$ cat config.mk
export PLATFORM = sky130hd
export DESIGN_NAME = seq_booth_multiplier
export DESIGN_NICKNAME = d
export VERILOG_FILES = /design/src/rtl/seq_booth_multiplier.sv
export SDC_FILE = /design/constraint.sdc
export NUM_CORES = 1
export LEC_CHECK = 0
export BUFFER_PORTS_ARGS = -buffer_cell sky130_fd_sc_hd__buf_2
export CAP_MARGIN = 10
export CORE_UTILIZATION = 40
export CTS_CLUSTER_DIAMETER = 80
export DETAILED_ROUTE_END_ITERATION = 6
export GPL_ROUTABILITY_DRIVEN = 0
export PLACE_DENSITY = 0.62
export RECOVER_POWER = 50
export SYNTH_ARGS = -nofsm -noshare
export SYNTH_HDL_FRONTEND = slang
export SYNTH_SLANG_ARGS = --single-unit
$ cat constraint.sdc
create_clock -name CLK -period 3.4 [get_ports CLK]
set_clock_uncertainty 0.1 [all_clocks]
set_input_delay 0.34 -clock CLK [delete_from_list [all_inputs] [get_ports CLK]]
set_output_delay 0.34 -clock CLK [all_outputs]
set_load 0.01 [all_outputs]
$ cat src/rtl/seq_booth_multiplier.sv
// Sequential radix-2 Booth multiplier, signed or unsigned operands.
// One WIDTH x WIDTH product per WIDTH+1 compute steps, with in/out handshakes.
module seq_booth_multiplier #(
  parameter int WIDTH = 16
) (
  input  logic                 CLK,
  input  logic                 RST,
  input  logic                 START,
  input  logic                 SIGNED_MODE,
  input  logic [WIDTH-1:0]     SRC_A,
  input  logic [WIDTH-1:0]     SRC_B,
  output logic                 START_READY,
  output logic                 READYO,
  output logic [2*WIDTH-1:0]   PRODUCT,
  input  logic                 DEST_READY
);

  localparam int CW = $clog2(WIDTH + 2);

  typedef enum logic [1:0] {
    IDLE,
    CALC,
    DONE
  } state_t;

  state_t             state;
  logic [WIDTH:0]     m;
  logic [WIDTH:0]     acc;
  logic [WIDTH:0]     q;
  logic               q_m1;
  logic [CW-1:0]      cnt;
  logic [2*WIDTH-1:0] product;

  logic [WIDTH:0]     m_ld;
  logic [WIDTH:0]     q_ld;
  logic [WIDTH:0]     sum;
  logic [2*WIDTH+2:0] shf;
  logic [WIDTH:0]     acc_n;
  logic [WIDTH:0]     q_n;
  logic               qm1_n;

  // Extending to WIDTH+1 bits lets one signed Booth datapath serve both modes
  assign m_ld = {SIGNED_MODE & SRC_A[WIDTH-1], SRC_A};
  assign q_ld = {SIGNED_MODE & SRC_B[WIDTH-1], SRC_B};

  assign START_READY = (state == IDLE) | ((state == DONE) & DEST_READY);
  assign READYO      = (state == DONE);
  assign PRODUCT     = product;

  // One Booth step: add/sub on {Q[0], q_m1}, then arithmetic shift right
  always_comb begin
    unique case ({q[0], q_m1})
      2'b01:   sum = acc + m;
      2'b10:   sum = acc - m;
      default: sum = acc;
    endcase
    shf = {sum[WIDTH], sum, q};
  end

  assign acc_n = shf[2*WIDTH+2:WIDTH+2];
  assign q_n   = shf[WIDTH+1:1];
  assign qm1_n = shf[0];

  // Control FSM and datapath registers
  always_ff @(posedge CLK or posedge RST) begin
    if (RST) begin
      state   <= IDLE;
      m       <= '0;
      acc     <= '0;
      q       <= '0;
      q_m1    <= 1'b0;
      cnt     <= '0;
      product <= '0;
    end else begin
      unique case (state)
        IDLE: begin
          if (START) begin
            state <= CALC;
            m     <= m_ld;
            q     <= q_ld;
            acc   <= '0;
            q_m1  <= 1'b0;
            cnt   <= '0;
          end
        end
        CALC: begin
          acc  <= acc_n;
          q    <= q_n;
          q_m1 <= qm1_n;
          cnt  <= cnt + CW'(1);
          if (cnt == CW'(WIDTH)) begin
            state   <= DONE;
            product <= shf[2*WIDTH:1];
          end
        end
        DONE: begin
          if (DEST_READY) begin
            if (START) begin
              state <= CALC;
              m     <= m_ld;
              q     <= q_ld;
              acc   <= '0;
              q_m1  <= 1'b0;
              cnt   <= '0;
            end else begin
              state <= IDLE;
            end
          end
        end
        default: state <= IDLE;
      endcase
    end
  end

endmodule
==> impl_metrics.toml, run 1 <==
[critical_path]
critPathMaxFanout = 3
crit_path_top_delay_cell = "or3_4"
end_kind = "flop"
ff2ff_setup_slack_ns = -0.004
r2r_end = "acc[15]"
worstRegToRegCells = 15
critPathMostFrequentCell = "xnor2_1"
worstPathCellList = "or3_4 > nor3_4 > nand2b_1 > nor4_2 > nor2b_4 > a21oi_1 > xnor2_1 > ha_1 > a21oi_2 > o21ai_2 > a221oi_1 > o21ai_1 > xnor2_1 > o311ai_2 > o41ai_2"
required_ns = 3.51
r2r_start = "m[2]"
crit_arrival_ns = 3.52
crit_type = "reg2reg"
slowest_delay_ns = 0.40
critPathLaunchType = "flop"

[timing]
period_share_pct = 100
rsz0062_at_grt = "yes"
final-setup-viol-count = 1
finalSetupTns_ns = -0.00362
worst_slack_ns = -0.00362
hold_viol_final = 0
slew_headroom_pct = 9.91
worst_pin_slew_ns = 1.34
period_minus_slack_ns = 3.40
slew_violations = 0
max_freq_mhz = 294

[routing]
post_drt_wl_per_cell_um = 14.2
drc = 0
num_vias = 4096
dr.pass1.iters = 4
viasPerCell = 5.24
drtIter0Drc = 117
finalWirelength_um = 11100
antenna_left = 0

[hold_path]
hold_class = "in2reg"
min_from = "SRC_A[9]"
whs_path_depth = 3
worstHoldEndpoint = "m[9]"

[synthesis]
synth_area_mm2 = 0.00493
yosys_warnings = 0
async_flop_share_pct = 100
synthDistinctLibCells = 54
synth-xor-area-share_pct = 4.60
ys.flop_type = "dfrtp_1"
synth-compound-area-share_pct = 16.5
syn_area_per_cell_um2 = 9.06
synth_fa_ha_area_share_pct = 5.49
ys_ff_latch = 90
synth_top_area_share_pct = 45.7
yosys.area.top_type = "dfrtp_1"
syn_nets = 602
yosys.area_share.simple_pct = 19.5
synth_area_leaders = "dfrtp_1, nand2_1, ha_1"
yosysSeqAreaShare_pct = 45.7
synth_top_family_by_area = "simple AND/OR/NAND/NOR gates"
syn_inst = 544
synth_edf_count = 0
synth.mux.area_fraction_pct = 4.72

[clock_tree]
cts.sinks = 90
ctsRootBufferMaster = "clkbuf_16"
cts_buffer_depth = 2
cts_tree = "yes"
clkTransAtPathRegs_ns = 0.07
clkLatencyLatePin_ns = 0.35
htree_levels = 3
numCtsBuffers = 9

[die]
io_pins = 71
die_width_um = 113
die_h_um = 113
initial_utilization_pct = 41.0
core_area_mm2 = 0.0120
dieArea_mm2 = 0.0128
fp-row-count = 40

[grt]
grt_pass1_wl_um = 18900
grt_pass1_vias = 3874
grt_max_degree = 37
grt_antenna_before_repair = 0
track_usage_pct = 18.6
grt.overflow.total = 0

[final_layout]
fin_util_pct = 49.8
nNetsFinal = 687
antenna_cells = 0
final_cells = 781
drive_gt1_share_pct = 21.1
final_area_mm2 = 0.00598
syn_to_final_growth_pct = 21.4
nFillCells = 1150

[outcome]
outcome = "complete, but fails checks"
failed_checks = "negative setup slack"

[placement]
port_buffers = 70
placed_cell_area_mm2 = 0.00560
numPlacedInstances = 759
hpwlAfterDp_um = 7990

[flow_run]
maxCapViolCount = 0
==> layer usage <==
| metal | up-vias | wire [um] | track usage, % |
|---|---|---|---|
| met5 | - | 0 | 0 |
| met1 | 1939 | 5630 | 26.5 |
| met4 | 0 | 117 | 5.26 |
| met2 | 75 | 4960 | 28.4 |
| li1 | 2072 | - | - |
| met3 | 10 | 401 | 4.34 |
==> final cells by class <==
class / instances / area, um2 / share of cell area (%)
timing repair buffer: 105 / 586 / 9.79
sequential: 90 / 2250 / 37.7
clock buffer: 9 / 225 / 3.77
multi-input combinational: 407 / 2590 / 43.4
clock inverter: 7 / 77.6 / 1.30
tap: 147 / 184 / 3.08
inverter: 16 / 61.3 / 1.03
==> placed cells by master, fill, tap and decap left out, types with 4 or more instances in the layout <==
| cell type | count |
|---|---|
| or4_1 | 4 |
| dfrtp_1 | 89 |
| ha_1 | 19 |
| nor3_1 | 10 |
| xor2_1 | 6 |
| a21oi_1 | 28 |
| nor2b_1 | 4 |
| clkbuf_1 | 33 |
| buf_2 | 37 |
| buf_4 | 30 |
| nand2_1 | 106 |
| nand3_1 | 18 |
| nand2b_1 | 4 |
| o21a_1 | 5 |
| inv_1 | 15 |
| mux2_2 | 18 |
| o21ai_0 | 33 |
| clkbuf_16 | 9 |
| a21o_1 | 4 |
| nor2_1 | 45 |
| xnor2_1 | 18 |
| a31oi_1 | 20 |
==> flip-flops by register name, indices dropped and copies added, names as in the netlist <==
register	count
PRODUCT	32
acc	16
state	2
cnt	5
m	17
q_m1	1
q	17
==> cells by family after synthesis <==
group           Yosys count
fa+ha+maj                21
compound gates          126
simple gates            214
mux                      21
flops                    90
xor+xnor                 25
buf+inv                  47
==> worst max-delay path, delay by kind of cell, from the launching register on <==
kind	cells	cell delay (ns)
xor+xnor	2	0.30
fa+ha+maj	1	0.32
simple gates	5	1.05
compound gates	7	1.13
flops	1	0.37
==> cell usage after synthesis, types with 2 or more instances <==
master      n
nand2b_1    5
nand2_1   108
nor2b_1     6
o31ai_1     5
or4_1       4
o211ai_1    2
nand3_1    18
a31oi_1    20
clkbuf_1   25
nand4_1     2
xor2_1      6
nor4_1      2
a21o_1      4
a221oi_1    2
mux2_2     18
mux2i_1     3
nor2_1     45
inv_1      16
o21bai_1    2
a22o_1      2
xnor2_1    18
a21oi_1    30
a211o_1     2
o21a_1      5
dfrtp_1    90
a211oi_1    4
ha_1       20
buf_1       6
nor3_1     12
o31a_1      3
o21ai_0    36
==> stage by stage <==
step           hold WS (ns)  setup WS, ns
2_1_floorplan         0.345       0.00478
3_3_place_gp          0.283        0.0177
3_5_place_dp          0.290       -0.0889
4_1_cts              0.0734       0.00343
5_1_grt              0.0854        -0.283
6_report             0.0808      -0.00362
==> worst max-delay path by stage <==
stage	start	endpoint	cells after the start
3_3_place_gp	m[2]	acc[15]	15
4_1_cts	m[2]	acc[15]	15
3_5_place_dp	m[2]	acc[15]	15
6_report	m[2]	acc[15]	15
5_1_grt	m[2]	acc[15]	15
2_1_floorplan	m[2]	acc[15]	15
==> what timing repair did <==
item,4_1_cts,5_1_grt
gates resized for setup,4,15
setup endpoints to repair,1,11
buffers inserted,0,5
gates cloned,0,0
pin swaps,0,7
hold buffers,1,0
endpoints found under the hold margin,28,0
Power of run 1 is left out: the tool's default activity adds up to more than one toggle a clock period on the data nets, which glitch-free logic cannot reach.
==> run 2: changes to the inputs <==
--- a/config.mk
+++ b/config.mk
@@ -7,11 +7,12 @@
 export LEC_CHECK = 0
 export BUFFER_PORTS_ARGS = -buffer_cell sky130_fd_sc_hd__buf_2
 export CAP_MARGIN = 10
-export CORE_UTILIZATION = 40
+export CORE_UTILIZATION = 35
 export CTS_CLUSTER_DIAMETER = 80
 export DETAILED_ROUTE_END_ITERATION = 6
 export GPL_ROUTABILITY_DRIVEN = 0
-export PLACE_DENSITY = 0.62
+export MAX_ROUTING_LAYER = met4
+export PLACE_DENSITY = 0.56
 export RECOVER_POWER = 50
 export SYNTH_ARGS = -nofsm -noshare
 export SYNTH_HDL_FRONTEND = slang
==> impl_metrics.toml, run 2 (synthesized netlist as in run 1, its figures left out) <==
[outcome]
outcome = "complete, but fails checks"
failed_checks = "max-capacitance violations, max-slew violations, negative setup slack"

[clock_tree]
numCtsBuffers = 9
cts_tree = "yes"
htree_levels = 3
ctsRootBufferMaster = "clkbuf_16"
cts.sinks = 90
cts_buffer_depth = 2
clkLatencyLatePin_ns = 0.35
clkTransAtPathRegs_ns = 0.07

[die]
initial_utilization_pct = 36.5
io_pins = 71
fp-row-count = 42
core_area_mm2 = 0.0135
die_width_um = 121
die_h_um = 121
dieArea_mm2 = 0.0146

[timing]
finalSetupTns_ns = -0.00733
period_share_pct = 100
slew_violations = 91
worst_pin_slew_ns = 2.20
hold_viol_final = 0
max_freq_mhz = 293
slew_headroom_pct = -46.8
rsz0062_at_grt = "yes"
period_minus_slack_ns = 3.41
worst_slack_ns = -0.00733
final-setup-viol-count = 1

[final_layout]
final_area_mm2 = 0.00601
largest_register_ffs = 32
mostFrequentLayoutCell = "nand2_1"
syn_to_final_growth_pct = 22.0
nFillCells = 1294
multi_input_area_mm2 = 0.00259
antenna_cells = 0
drive_gt1_share_pct = 24.5
nNetsFinal = 686
register_area_mm2 = 0.00225
final_cell_mix = "nand2_1, dfrtp_1, buf_2"
fin_util_pct = 44.5

[hold_path]
min_from = "SRC_A[5]"
whs_path_depth = 3
worstHoldEndpoint = "m[5]"
hold_class = "in2reg"

[grt]
track_usage_pct = 17.1
grt_pass1_wl_um = 19000
grt_antenna_before_repair = 0
grt_max_degree = 91
grt_pass1_vias = 3873
grt.overflow.total = 0

[critical_path]
crit_arrival_ns = 3.52
crit_type = "reg2reg"
worstRegToRegCells = 15
critPathMaxFanout = 3
critPathLaunchType = "flop"
r2r_end = "acc[15]"
ff2ff_setup_slack_ns = -0.007
end_kind = "flop"
required_ns = 3.51
r2r_start = "m[2]"

[placement]
port_buffers = 70
placed_cell_area_mm2 = 0.00563
hpwlAfterDp_um = 8110

[routing]
finalWirelength_um = 11500
drc = 0
num_vias = 4093
dr_wl_met2_um = 5140
viasPerCell = 5.07
drtIter0Drc = 192
dr.pass1.iters = 5
maxUsedRoutingLayer = "met4"
post_drt_wl_per_cell_um = 14.3
antenna_left = 0
route.met3.wl_um = 376
wl_met1_um = 5750

[flow_run]
maxCapViolCount = 1
==> run 2: worst max-delay path by stage <==
stage / slack (ns) / endpoint / cells past startpoint / startpoint
6_report: -0.007 / acc[15] / 15 / m[2]
5_1_grt: -0.18 / acc[15] / 15 / m[2]
4_1_cts: -0.01 / acc[15] / 15 / m[2]
3_5_place_dp: -0.11 / acc[15] / 15 / m[2]
3_3_place_gp: 0.003 / acc[15] / 15 / m[2]
2_1_floorplan: 0.005 / acc[15] / 15 / m[2]
==> run 2: per-stage QoR <==
stage / std cells / hold slack (ns) / worst slack, ns
after detailed placement: 786 / 0.365 / -0.109
after floorplan: 544 / 0.345 / 0.00478
after global placement: 786 / 0.358 / 0.00297
final: 808 / 0.0705 / -0.00733
after global routing: 808 / 0.0695 / -0.177
after CTS: 803 / 0.00373 / -0.00974
==> run 2: layout make-up <==
type,instances,share of cell area [%]
well taps,176,3.66
clock inverters,6,1.21
flip-flops and latches,90,37.5
inverters,16,1.02
repair buffers,104,9.74
clock buffers,9,3.75
multi-input cells,407,43.1
==> run 2: routing by layer <==
metal  global-route usage [%]  up-vias
li1                         -     2058
met1                     22.7     1939
met2                     25.3       79
met3                     3.49       17
met4                     7.18        0
met5                        -        -
==> run 2: worst max-delay path, cell delays in order (launching register included) <==
cell,delay [ns]
dfrtp_1,0.38
or3_4,0.41
nor3_4,0.13
nand2b_1,0.11
nor4_2,0.21
nor2b_4,0.23
a21oi_1,0.09
xnor2_1,0.13
ha_1,0.33
a21oi_2,0.18
o21ai_2,0.09
a221oi_2,0.24
o21ai_1,0.11
xnor2_1,0.16
o311ai_2,0.25
o41ai_2,0.12
==> run 2: what timing repair did <==
item                                    CTS  global route
gates resized for setup                   8            14
pin swaps                                 0             3
setup buffers                             2             5
hold buffers                              0             0
endpoints found under the setup margin    3            11
Power of run 2 is left out for the same reason.
==> run 3: changes to the inputs <==
--- a/config.mk
+++ b/config.mk
@@ -7,10 +7,12 @@
 export LEC_CHECK = 0
 export BUFFER_PORTS_ARGS = -buffer_cell sky130_fd_sc_hd__buf_2
 export CAP_MARGIN = 10
+export CORE_MARGIN = 5
 export CORE_UTILIZATION = 35
 export CTS_CLUSTER_DIAMETER = 80
 export DETAILED_ROUTE_END_ITERATION = 6
 export GPL_ROUTABILITY_DRIVEN = 0
+export HOLD_SLACK_MARGIN = 0.08
 export MAX_ROUTING_LAYER = met4
 export PLACE_DENSITY = 0.56
 export RECOVER_POWER = 50
==> impl_metrics.toml, run 3 (synthesized netlist as in run 1, its figures left out) <==
[outcome]
outcome = "complete, but fails checks"
failed_checks = "max-capacitance violations, max-slew violations, negative setup slack"

[hold_path]
hold_class = "in2reg"
whs_path_depth = 3
min_from = "SRC_A[6]"

[timing]
period_minus_slack_ns = 3.46
worst_slack_ns = -0.0608
hold_viol_final = 0
final-setup-viol-count = 3
slew_violations = 53
rsz0062_at_grt = "yes"
period_share_pct = 102
hold_ws_ns = 0.0884
max_freq_mhz = 289
worst_pin_slew_ns = 2.29
slew_headroom_pct = -53.3

[die]
dieArea_mm2 = 0.0166
core_area_mm2 = 0.0138
die_h_um = 129
die_width_um = 129
fp-row-count = 43
initial_utilization_pct = 35.6
io_pins = 71

[placement]
hpwlAfterDp_um = 8850
port_buffers = 70

[clock_tree]
cts.sinks = 90
htree_levels = 3
numCtsBuffers = 9
clkLatencyLatePin_ns = 0.35
ctsRootBufferMaster = "clkbuf_16"
cts_buffer_depth = 2
cts_tree = "yes"
clkTransAtPathRegs_ns = 0.07

[grt]
track_usage_pct = 15.7
grt.overflow.total = 0
top_usage_layer = "met2"
grt_pass1_vias = 4314
grt_max_degree = 53
met3_usage_pct = 3.57
gr-usage-met2_pct = 26.4
grt_use_met1_pct = 18.7
grt_pass1_wl_um = 20600
grt_antenna_before_repair = 0

[critical_path]
critPathMaxFanout = 5
crit_type = "reg2reg"
end_kind = "flop"
startpoint = "m[2]"
required_ns = 3.59
critPathLaunchType = "flop"
crit_arrival_ns = 3.65
r2r_start = "m[2]"
worstRegToRegCells = 14

[routing]
post_drt_wl_per_cell_um = 14.6
drc = 0
finalWirelength_um = 12200
drtIter0Drc = 140
dr.pass1.iters = 4
num_vias = 4266
viasPerCell = 5.09
antenna_left = 0

[final_layout]
multi_input_area_mm2 = 0.00265
antenna_cells = 0
register_area_mm2 = 0.00225
nNetsFinal = 711
mostFrequentLayoutCell = "nand2_1"
largest_register_ffs = 32
final_cell_mix = "nand2_1, dfrtp_1, buf_2"
nFillCells = 1358
drive_gt1_share_pct = 27.7
syn_to_final_growth_pct = 27.6

[flow_run]
maxCapViolCount = 1
[run 3: cell types whose count changed in the layout (fill, tap and decap cells not counted), moves of 3 or more]
cell / change
dlygate4sd3_1: +5
clkbuf_1: -3
buf_2: +3
buf_4: +15
buf_6: +5
[run 3: repair_timing]
item / CTS / global route
hold buffers: 5 / 0
pin swaps: 5 / 11
gates resized for setup: 10 / 23
gates cloned: 0 / 0
setup buffers: 6 / 5
endpoints found under the setup margin: 4 / 12
endpoints found under the hold margin: 5 / 0
[run 3: cell type report]
cell class	count	share of cell area [%]
Tap cell	180	3.58
Clock buffer	9	3.58
Clock inverter	7	0.975
Multi-Input combinational cell	407	42.2
Inverter	16	0.975
Sequential cell	90	35.8
Timing Repair Buffer	129	12.9
[run 3: final timing paths]
kind	to	slack, ns
max	acc[13]	-0.06
min reg2reg	PRODUCT[22]	0.37
min	m[6]	0.09
max reg2reg	acc[13]	-0.06
max in group asynchronous	m[15]	0.91
min in group asynchronous	PRODUCT[21]	0.50
[run 3: worst max-delay path, cell delays in order, from the launching register on]
cell and delay [ns]:
dfrtp_1 0.37, or3_4 0.41, nor3_4 0.15, nand2b_1 0.13, nor4_4 0.24, nor2b_4 0.23, a21oi_2 0.09, xnor2_2 0.28
ha_4 0.27, buf_6 0.12, buf_6 0.11, buf_6 0.11, a221o_1 0.31, or4_1 0.41, nand3_1 0.09
[run 3: stage by stage]
step	utilization (%)	area, um2	setup WS (ns)	cells	setup TNS (ns)
floorplan	-	4950	0.00478	544	0
global placement	41.6	5750	-0.0180	806	-0.0180
detailed placement	41.6	5750	-0.0912	806	-0.226
CTS	44.7	6180	-0.0243	833	-0.0243
global route	45.5	6290	-0.335	838	-1.78
finish	45.5	6290	-0.0608	838	-0.133
[run 3: routing by layer]
metal	part of all wire, %	vias up
li1	-	2112
met1	43	2050
met2	51	87
met3	3.7	17
met4	1.7	0
met5	0	-
Power of run 3 is left out for the same reason.
